$ cat config.mk
export PLATFORM = sky130hd
export DESIGN_NAME = kron_zero_restore_d2
export DESIGN_NICKNAME = d
export VERILOG_FILES = /design/src/rtl/kron_zero_restore_d2.sv
export SDC_FILE = /design/constraint.sdc
export NUM_CORES = 1
export LEC_CHECK = 0
export CORE_ASPECT_RATIO = 1.25
export CORE_UTILIZATION = 41
export CTS_CLUSTER_SIZE = 40
export DETAILED_ROUTE_END_ITERATION = 16
export PLACE_DENSITY = 0.77
export SYNTH_ARGS = -nofsm -noshare
export SYNTH_HDL_FRONTEND = slang
export SYNTH_SLANG_ARGS = --single-unit
$ cat constraint.sdc
create_clock -name clk -period 2.2 [get_ports clk]
set_input_delay 0.55 -clock clk [delete_from_list [all_inputs] [get_ports clk]]
set_output_delay 0.55 -clock clk [all_outputs]
set_load 0.01 [all_outputs]
$ cat src/rtl/kron_zero_restore_d2.sv
// Masked zero-mapping front end with an in-order FIFO of the Kronecker delta shares,
// used to undo the zero mapping on the value that comes back from the inverter.
module kron_zero_restore_d2 #(
  parameter int DEPTH = 8
) (
  input  logic        clk,
  input  logic        rst_n,
  input  logic        in_valid,
  output logic        in_ready,
  input  logic [23:0] shared_inp,
  input  logic [2:0]  delta,
  input  logic [15:0] rnd,
  output logic        map_valid,
  output logic [23:0] map_out,
  input  logic        ret_valid,
  input  logic [23:0] ret_inp,
  input  logic [15:0] rnd_ret,
  output logic        out_valid,
  output logic [23:0] out,
  output logic        err
);

  localparam int AW = $clog2(DEPTH);
  localparam logic [AW:0] FULL_CNT = (AW+1)'(DEPTH);

  logic [2:0]    r_fifo [DEPTH];
  logic [AW-1:0] r_wr_ptr;
  logic [AW-1:0] r_rd_ptr;
  logic [AW:0]   r_count;
  logic          r_map_valid;
  logic [23:0]   r_map_out;
  logic          r_out_valid;
  logic [23:0]   r_out;
  logic          r_err;

  logic          w_push;
  logic          w_pop;
  logic          w_underflow;
  logic [2:0]    w_e;

  assign in_ready    = (r_count != FULL_CNT);
  assign w_push      = in_valid && in_ready;
  assign w_pop       = ret_valid && (r_count != '0);
  assign w_underflow = ret_valid && (r_count == '0);
  assign w_e         = r_fifo[r_rd_ptr];

  // Each output share only ever mixes one input share, one delta share and masks.
  always_ff @(posedge clk) begin
    if (w_push) begin
      r_fifo[r_wr_ptr] <= delta;
    end
  end

  always_ff @(posedge clk or negedge rst_n) begin
    if (!rst_n) begin
      r_wr_ptr    <= '0;
      r_rd_ptr    <= '0;
      r_count     <= '0;
      r_map_valid <= 1'b0;
      r_map_out   <= '0;
      r_out_valid <= 1'b0;
      r_out       <= '0;
      r_err       <= 1'b0;
    end else begin
      r_map_valid <= w_push;
      r_out_valid <= w_pop;
      if (w_underflow) begin
        r_err <= 1'b1;
      end
      if (w_push) begin
        r_wr_ptr  <= r_wr_ptr + AW'(1);
        r_map_out <= {shared_inp[23:16] ^ {7'b0, delta[2]} ^ rnd[7:0] ^ rnd[15:8],
                      shared_inp[15:8]  ^ {7'b0, delta[1]} ^ rnd[15:8],
                      shared_inp[7:0]   ^ {7'b0, delta[0]} ^ rnd[7:0]};
      end
      if (w_pop) begin
        r_rd_ptr <= r_rd_ptr + AW'(1);
        r_out    <= {ret_inp[23:16] ^ {7'b0, w_e[2]} ^ rnd_ret[7:0] ^ rnd_ret[15:8],
                     ret_inp[15:8]  ^ {7'b0, w_e[1]} ^ rnd_ret[15:8],
                     ret_inp[7:0]   ^ {7'b0, w_e[0]} ^ rnd_ret[7:0]};
      end
      case ({w_push, w_pop})
        2'b10:   r_count <= r_count + (AW+1)'(1);
        2'b01:   r_count <= r_count - (AW+1)'(1);
        default: r_count <= r_count;
      endcase
    end
  end

  assign map_valid = r_map_valid;
  assign map_out   = r_map_out;
  assign out_valid = r_out_valid;
  assign out       = r_out;
  assign err       = r_err;

endmodule

==> results.sh <==
export IMPL_ys_top_cells_by_count="66 x xnor2_1, 61 x dfrtp_1, 32 x nand2_1"
export IMPL_power_share_switching_pct=30.37
export IMPL_maxSlewHeadroom_pct=69.91
export IMPL_die_w_um=89.43
export IMPL_cts_tree="built"
export IMPL_critPathArrivalTime_ns=2.32
export IMPL_synth_top_area_share_pct=38.97
export IMPL_leakage_nw=2.236
export IMPL_overflow=0
export IMPL_insertion_delay_ns=0.33
export IMPL_gp_congestion=0.7406
export IMPL_cp_common_cell="xor2_1"
export IMPL_crit_fanout=3
export IMPL_hold_violations=0
export IMPL_fp_dieH_um=111.3
export IMPL_path_buf_inv=1
export IMPL_wl_per_cell_um=13.36
export IMPL_place_hpwl_um=5828
export IMPL_maxCapViolCount=0
export IMPL_multi_input_area_mm2=0.001635
export IMPL_grt_pass1_wl_um=12490
export IMPL_p_per_area_mw_per_mm2=1052
export IMPL_rows=39
export IMPL_synth_edf_count=24
export IMPL_rsz0062_at_grt="yes"
export IMPL_cts_sinks=85
export IMPL_drt_iter0_markers=61
export IMPL_antenna_found_initial=0
export IMPL_area_delta_synth_final_pct=49.44
export IMPL_drc=0
export IMPL_firstDrtPassIters=4
export IMPL_setup_tns_ns=0
export IMPL_yosysSeqAreaShare_pct=57.36
export IMPL_finalSetupViolCount=0
export IMPL_p_clk_share_pct=24.3
export IMPL_start_util_pct=42.48
export IMPL_post_route_period_util_pct=95.94
export IMPL_die_area_mm2=0.009952
export IMPL_diodes=0
export IMPL_crit_family="simple AND/OR/NAND/NOR gates"
export IMPL_intPower_mw=4.286
export IMPL_grt_max_degree=62
export IMPL_track_usage_pct=16.52
export IMPL_synth_ff_type="dfrtp_1"
export IMPL_io_buffers=138
export IMPL_via_per_inst=4.695
export IMPL_hold_buffers=0
export IMPL_grt_pass1_vias=2730
export IMPL_seqPwrFrac_pct=39.3
export IMPL_numCtsBuffers=9
export IMPL_yosysUniqueCellTypes=32
export IMPL_synth_area_leaders="dfrtp_1 39%, edfxtp_1 18%, xnor2_1 15%"
export IMPL_max_freq_mhz=473.8
export IMPL_crit_path_end_kind="flip-flop"
export IMPL_finClkSkew_ns=0.009076
export IMPL_antenna_left=0
export IMPL_startpoint_type="flip-flop"
export IMPL_cp_data_required_time_ns=2.41
export IMPL_vias=2770
export IMPL_tightest_slew_ns=0.4478
export IMPL_total_power_mw=6.156
export IMPL_nets=554
export IMPL_async_reset_ff_share_pct=71.76
export IMPL_io_pins=139
export IMPL_status="finished clean"
export IMPL_path_class="reg2reg"
export IMPL_min_period_ns=2.111
export IMPL_final_layout_size_suffix_gt1_share_pct=13.06
export IMPL_clock_path_buffers=2
export IMPL_cp_slowest_stage_delay_ns=0.41
export IMPL_cts_root_buf="clkbuf_16"
export IMPL_wl_um=7885
export IMPL_yosys_area_top_type="dfrtp_1"
export IMPL_syn_inst=312
export IMPL_ys_warn_count=0
export IMPL_nFillCells=698
export IMPL_syn_nets=404
export IMPL_clkTransAtPathRegs_ns=0.07
export IMPL_maxSlewViolCount=0
export IMPL_ys_ff_latch=85
export IMPL_htreeDepth=3
export IMPL_synth_area_mm2=0.003918
export IMPL_yosysMostFrequentCell="xnor2_1"
export IMPL_ir_worst_vdd_mv=0.5070
export IMPL_layout_area_seq_mm2=0.002247
export IMPL_core_area_mm2=0.009223
export IMPL_worstHoldPathType="in2async"
export IMPL_crit_path_top_delay_cell="dfrtp_1"
export IMPL_crit_chain="nor4_4 > nand2b_4 > inv_2 > ha_4 > xor2_1 > ha_2 > a21oi_2 > xor2_1 > nor2_1 > xor2_1"
export IMPL_p_sw_mw=1.870
export IMPL_syn_avg_cell_area_um2=12.56
export IMPL_comb_power_share_pct=36.4
-- metrics by stage --
step	worst slack (ns)	hold WS [ns]	cell area [um^2]	util [%]	std cells
CTS	0.002895	0.2295	5807	62.96	589
finish	0.08924	0.2276	5854	63.48	590
global route	-0.04152	0.2470	5854	63.48	590
detailed placement	-0.2208	0.4506	5502	59.65	573
global placement	-0.08373	0.4406	5502	59.65	573
floorplan	0.008678	0.2544	3924	-	312
-- power groups by stage --
stage / clock [mW] / sequential (mW) / combinational (mW)
floorplan: 0 / 2.49 / 1.08
global placement: 0 / 2.41 / 2.16
detailed placement: 0 / 2.43 / 2.22
CTS: 1.54 / 2.41 / 2.24
global route: 1.61 / 2.49 / 2.46
finish: 1.50 / 2.42 / 2.24
-- state kept, by name, indices dropped and copies added, names as in the netlist --
signal and flops:
map_out 24, out_valid 1, err 1, r_rd_ptr 3, r_count 4, r_fifo 24
out 24, r_wr_ptr 3, map_valid 1
-- final cells by class --
class                      instances  area share (%)
timing repair buffer             152           25.71
multi-input combinational        212           27.93
clock inverter                     6           1.261
sequential                        85           38.38
inverter                           2          0.1710
clock buffer                      10           3.911
tap                              123           2.629
-- placed cells by master, fill, tap and decap left out, drive strengths merged, types with 3 or more instances in the layout --
| master | n |
|---|---|
| clkdlybuf4s50 | 136 |
| xnor2 | 66 |
| dfrtp | 61 |
| nand2 | 33 |
| o21ai | 25 |
| edfxtp | 24 |
| nor2 | 19 |
| a21oi | 16 |
| buf | 15 |
| xor2 | 13 |
| mux2 | 11 |
| clkbuf | 10 |
| mux4 | 6 |
| nor3 | 5 |
| ha | 5 |
| mux2i | 3 |
| nand2b | 3 |
| inv | 3 |
-- metal layers --
metal	vias up	global-route usage, %	share of wire [%]
li1	1364	-	-
met1	1274	19.32	41
met2	125	27.58	49
met3	7	5.585	9.4
met4	0	6.138	1.1
met5	-	0	0
-- timing repair --
| item | CTS | global route |
|---|---|---|
| setup buffers | 0 | 1 |
| gates resized for setup | 2 | 9 |
| endpoints found under the hold margin | 0 | 0 |
| setup endpoints to repair | 2 | 2 |
| pin swaps | 0 | 5 |
-- kinds of logic (layout without fill, tap and decap cells) --
group	Yosys count	in the layout	share of synthesized area [%]
AOI/OAI and AO/OA	44	44	6.100
xor gates and xnor gates	79	79	17.66
DFF	85	85	57.36
muxes	20	20	7.761
and+or+nand+nor	64	64	7.282
adders and majority gates	5	5	1.597
buffers and inverters	15	170	2.236
-- final timing paths --
path,depth (start not counted),end,slack (ns),start
min,2,out[19],0.23,rst_n
min in group clk,1,err,0.46,err
max in group asynchronous,2,map_out[20],1.70,rst_n
max,10,r_count[2],0.09,r_count[0]
max reg2reg,10,r_count[2],0.09,r_count[0]
min reg2reg,1,err,0.46,err
(Power assumes the default switching activity.)
==> patch 1: new RTL, config.mk and constraints unchanged <==
Set the parameter `DEPTH` to 16 (it was 8).
--- a/src/rtl/kron_zero_restore_d2.sv
+++ b/src/rtl/kron_zero_restore_d2.sv
@@ -1,7 +1,7 @@
 // Masked zero-mapping front end with an in-order FIFO of the Kronecker delta shares,
 // used to undo the zero mapping on the value that comes back from the inverter.
 module kron_zero_restore_d2 #(
-  parameter int DEPTH = 8
+  parameter int DEPTH = 16
 ) (
   input  logic        clk,
   input  logic        rst_n,
Check against the original RTL: not equivalent (a bounded check fails within 10 cycles, from zero or initial values and one cycle with rst_n low).
==> patch 1 against the original RTL <==
  * The run now ends with setup timing left
  * First-iteration DRC count rose by 120%
  * Hold slack worse by 0.019 ns
  * Non-clock buffer count grew 23
  * Worst setup slack worse by 0.25 ns
  * Area after synthesis increased by 29%
  * Maximum frequency is 10% lower
  * Sequential share of layout area grew 3.6 points
  * Sequential power grew 23%
  * Combinational power rose by 25%
  * Sequential cell count rose by 27
  * Wire length up 37%
  * Final area grew 24%
  * Power grew 22%
  * Largest cell class unchanged
==> patch 1: results (changes against the original RTL) <==
critical_path:
  crit_arrival_ns: 2.58  # was 2.32 ns
  crit_start: "r_count[3]$_DFFE_PN0P_"  # was r_count[0]$_DFFE_PN0P_
  r2r_cells: 12  # was 10
  endpoint: "r_count[4]$_DFFE_PN0P_"  # was r_count[2]$_DFFE_PN0P_
global_route:
  grt_max_degree: 65  # was 62
route:
  drt_iter0_drc: 132  # was 61
  via_per_inst: 4.80  # was 4.69
  totalWireLength_um: 10800  # was 7890 um
synth:
  syn_nets: 486  # was 404
  synth_area_leaders: "dfrtp_1 32%, edfxtp_1 29%, xnor2_1 10%, mux4_2 6.7%, o21ai_0 4.8%"  # was dfrtp_1 39%, edfxtp_1 18%, xnor2_1 15%, mux4_2 3.4%, nand2_1 3.1%
  ys_seq_area_share_pct: 60.4  # was 57.4%
  ys_top_cells_by_count: "64 x dfrtp_1, 59 x nand2_1, 59 x xnor2_1"  # was 66 x xnor2_1, 61 x dfrtp_1, 32 x nand2_1
  synth_edf_count: 48  # was 24
  synthArstFlopShare_pct: 57.1  # was 71.8%
run_status:
  status: "finished with violations"  # was finished clean
  violations: "setup timing"
timing:
  hold_ws_ns: 0.209  # was 0.228 ns
  finalWorstSetupSlack_ns: -0.158  # was 0.0892 ns
  worstMarginPinSlew_ns: 0.578  # was 0.448 ns
  setup_viol: 2  # was 0
power_and_ir_drop:
  comb_power_share_pct: 37.4  # was 36.4%
  p_int_w: 0.00525  # was 0.00429 W
  powerDensity_nw_per_um2: 1040  # was 1050 nW/um^2
  p_leak_nw: 2.79  # was 2.24 nW
final_layout:
  fillers: 915  # was 698
clock_tree:
  cts_resized: 7  # was 2
placement:
  place_congestion: 0.804  # was 0.741
==> patch 1: cell count changes after synthesis, sizes merged, moves of 11 or more <==
cell / change
nand2: +26
o21ai: +26
edfxtp: +24
nor2: -15
a21oi: -14
clkbuf: +11
==> patch 1: cell type report <==
class | instances | share of cell area, %
tap | 161 | 2.78
inverter | 5 | 0.294
sequential | 112 | 42.0
clock inverter | 7 | 1.30
timing repair buffer | 175 | 23.2
multi-input combinational | 253 | 27.3
clock buffer | 9 | 3.11
==> patch 1: worst register-to-register path, cell delays in order, from the launching register on <==
cell      delay [ns]
dfrtp_1         0.41
nor4_4          0.30
nor2b_4         0.19
nand2b_4        0.15
inv_4           0.05
ha_4            0.16
xor2_1          0.14
ha_2            0.20
o211ai_1        0.19
a21oi_1         0.11
a31oi_1         0.15
nor2_1          0.07
xor2_1          0.14
==> patch 1: kinds of logic after synthesis <==
| family | after synthesis | synth area share, % |
|---|---|---|
| fa+ha+maj | 9 | 2.23 |
| xor+xnor | 82 | 14.2 |
| mux | 16 | 6.92 |
| compound gates | 60 | 6.30 |
| buf+inv | 25 | 2.11 |
| flops | 112 | 60.4 |
| simple gates | 86 | 7.82 |
==> patch 1: layer usage <==
| metal | wire, um | vias up | track usage [%] |
|---|---|---|---|
| met3 | 764 | 12 | 4.99 |
| met2 | 5540 | 131 | 32.7 |
| met5 | 0 | - | 0 |
| met1 | 4300 | 1639 | 19.3 |
| li1 | - | 1680 | - |
| met4 | 177 | 0 | 6.73 |
==> patch 1: per-stage QoR <==
stage,std cells,worst slack [ns],cell area (um^2),utilization [%]
2_1_floorplan,390,-0.319,5100,-
3_3_place_gp,695,-0.213,6790,57.6
3_5_place_dp,695,-0.288,6790,57.6
4_1_cts,719,-0.110,7190,61.0
5_1_grt,722,-0.287,7240,61.5
6_report,722,-0.158,7240,61.5
==> patch 2: new RTL, same flow settings <==
Made on the original files. Put one more register stage on the output `err`, with the module's reset. The value now appears one clock later. The other outputs are not delayed to match.
--- a/src/rtl/kron_zero_restore_d2.sv
+++ b/src/rtl/kron_zero_restore_d2.sv
@@ -91,7 +91,13 @@
   assign map_out   = r_map_out;
   assign out_valid = r_out_valid;
   assign out       = r_out;
-  assign err       = r_err;
+  always_ff @(posedge clk or negedge rst_n) begin
+    if (!rst_n) begin
+      err <= '0;
+    end else begin
+      err <= r_err;
+    end
+  end
 
 endmodule
 
Function: changed (Yosys sat finds a counterexample within 4 cycles, from zero or initial values and one cycle with rst_n low).
==> patch 2 against the original RTL <==
  * Worst setup slack better by 0.023 ns
  * Maximum frequency is 1.1% higher
  * Synthesized cell count is 0.32% higher
  * Highest routed layer unchanged
  * Final area is 1.3% higher
  * Wire length is 0.61% higher
  * Sequential cell count is 1 higher
  * Hold slack worse by 0.16 ns
  * Power is 1.6% higher
  * Largest cell class unchanged
  * Area after synthesis is 0.64% higher
==> patch 2: results (changes against the original RTL) <==
run_status:
  status: "finished clean"  # unchanged
global_route:
  grt_pass1_wl_um: 13500  # was 12500 um
  grt_pass1_vias: 2891  # was 2730
  track_usage_pct: 17.0  # was 16.5%
  grt_max_degree: 51  # was 62
  antenna_found_initial: 0  # unchanged
route:
  via_per_inst: 4.73  # was 4.69
  totalWireLength_um: 7930  # was 7890 um
  drt_iter0_drc: 39  # was 61
timing:
  fmaxAchievable_mhz: 479  # was 474 MHz
  maxSlewHeadroom_pct: 70.5  # was 69.9%
  skew_ns: 0.00280  # was 0.00908 ns
  hold_ws_ns: 0.0724  # was 0.228 ns
synth:
  synth_area_leaders: "dfrtp_1 39%, edfxtp_1 18%, xnor2_1 15%, mux4_2 3.4%, nand2_1 3.0%"  # was dfrtp_1 39%, edfxtp_1 18%, xnor2_1 15%, mux4_2 3.4%, nand2_1 3.1%
  ys_top_cells_by_count: "66 x xnor2_1, 62 x dfrtp_1, 32 x nand2_1"  # was 66 x xnor2_1, 61 x dfrtp_1, 32 x nand2_1
  synth_mux_area_share_pct: 7.71  # was 7.76%
  ys_seq_area_share_pct: 57.6  # was 57.4%
  synth-adder-area-share_pct: 1.59  # was 1.60%
  synthArstFlopShare_pct: 72.1  # was 71.8%
  syn_nets: 405  # was 404
  synth-xor-area-share_pct: 17.5  # was 17.7%
  synth-compound-area-share_pct: 6.06  # was 6.10%
power_and_ir_drop:
  p_sw_w: 0.00183  # was 0.00187 W
  p_seq_w: 0.00244
  p_leak_nw: 2.29  # was 2.24 nW
  irDropWorstVdd_mv: 0.466  # was 0.507 mV
placement:
  pre_cts_ws_ns: -0.208  # was -0.221 ns
  io_buffers: 138  # unchanged
  detailed_place_hpwl_um: 6060  # was 5830 um
  place_congestion: 0.768  # was 0.741
critical_path:
  r2r_cells: 10  # unchanged
  crit_arrival_ns: 2.30  # was 2.32 ns
  cp_max_fo: 5  # was 3
  crit_start: "r_count[3]$_DFFE_PN0P_"  # was r_count[0]$_DFFE_PN0P_
  endpoint_kind: "register"  # unchanged
  r2r_slack_ns: 0.11  # was 0.09 ns
clock_tree:
  clockBufferDepth: 2  # unchanged
final_layout:
  drive_gt1_share_pct: 13.8  # was 13.1%
  fillers: 691  # was 698
  fin_nets: 559  # was 554
patch 2: cell count changes after synthesis:
cell and change:
dfrtp_1 +1
patch 2: layout make-up:
cell class / instances / area share [%]
Tap cell: 123 / 2.60
Multi-Input combinational cell: 212 / 27.8
Sequential cell: 86 / 38.3
Clock inverter: 4 / 0.739
Inverter: 2 / 0.169
Clock buffer: 12 / 4.49
Timing Repair Buffer: 156 / 25.9
patch 2: per-stage QoR:
stage | util [%] | power (W) | area, um^2 | instances
5_1_grt | 64.3 | 0.00665 | 5930 | 595
6_report | 64.3 | 0.00626 | 5930 | 595
4_1_cts | 63.4 | 0.00624 | 5850 | 592
3_3_place_gp | 60.1 | 0.00462 | 5540 | 576
2_1_floorplan | - | 0.00361 | 3950 | 313
3_5_place_dp | 60.1 | 0.00469 | 5540 | 576
patch 2: logic make-up after synthesis:
kind of cell,after synthesis
flip-flops,86
XOR/XNOR,79
AND/OR/NAND/NOR,64
AO/OA/AOI/OAI,44
multiplexers,20
buffers and inverters,15
adder cells (fa/ha/maj),5
patch 2: critical path: stages, from the launching register on:
cell and delay [ns]:
dfrtp_2 0.42, nor4_4 0.29, nand2b_4 0.17, inv_1 0.09
ha_4 0.19, xor2_1 0.14, ha_1 0.19, a21oi_2 0.13
xor2_1 0.16, nor2_1 0.07, xor2_1 0.13
patch 2: repair_timing:
item,4_1_cts,5_1_grt
buffers inserted,0,3
endpoints found under the setup margin,2,2
pin swaps,1,2
gates cloned,0,0
resized for setup,1,11
patch 2: routing by layer:
metal	vias up	wire length [um]	track usage, %
met3	10	714	5.53
met5	-	0	0
met1	1310	3350	20.3
met4	0	119	6.89
li1	1363	-	-
met2	131	3750	28.3
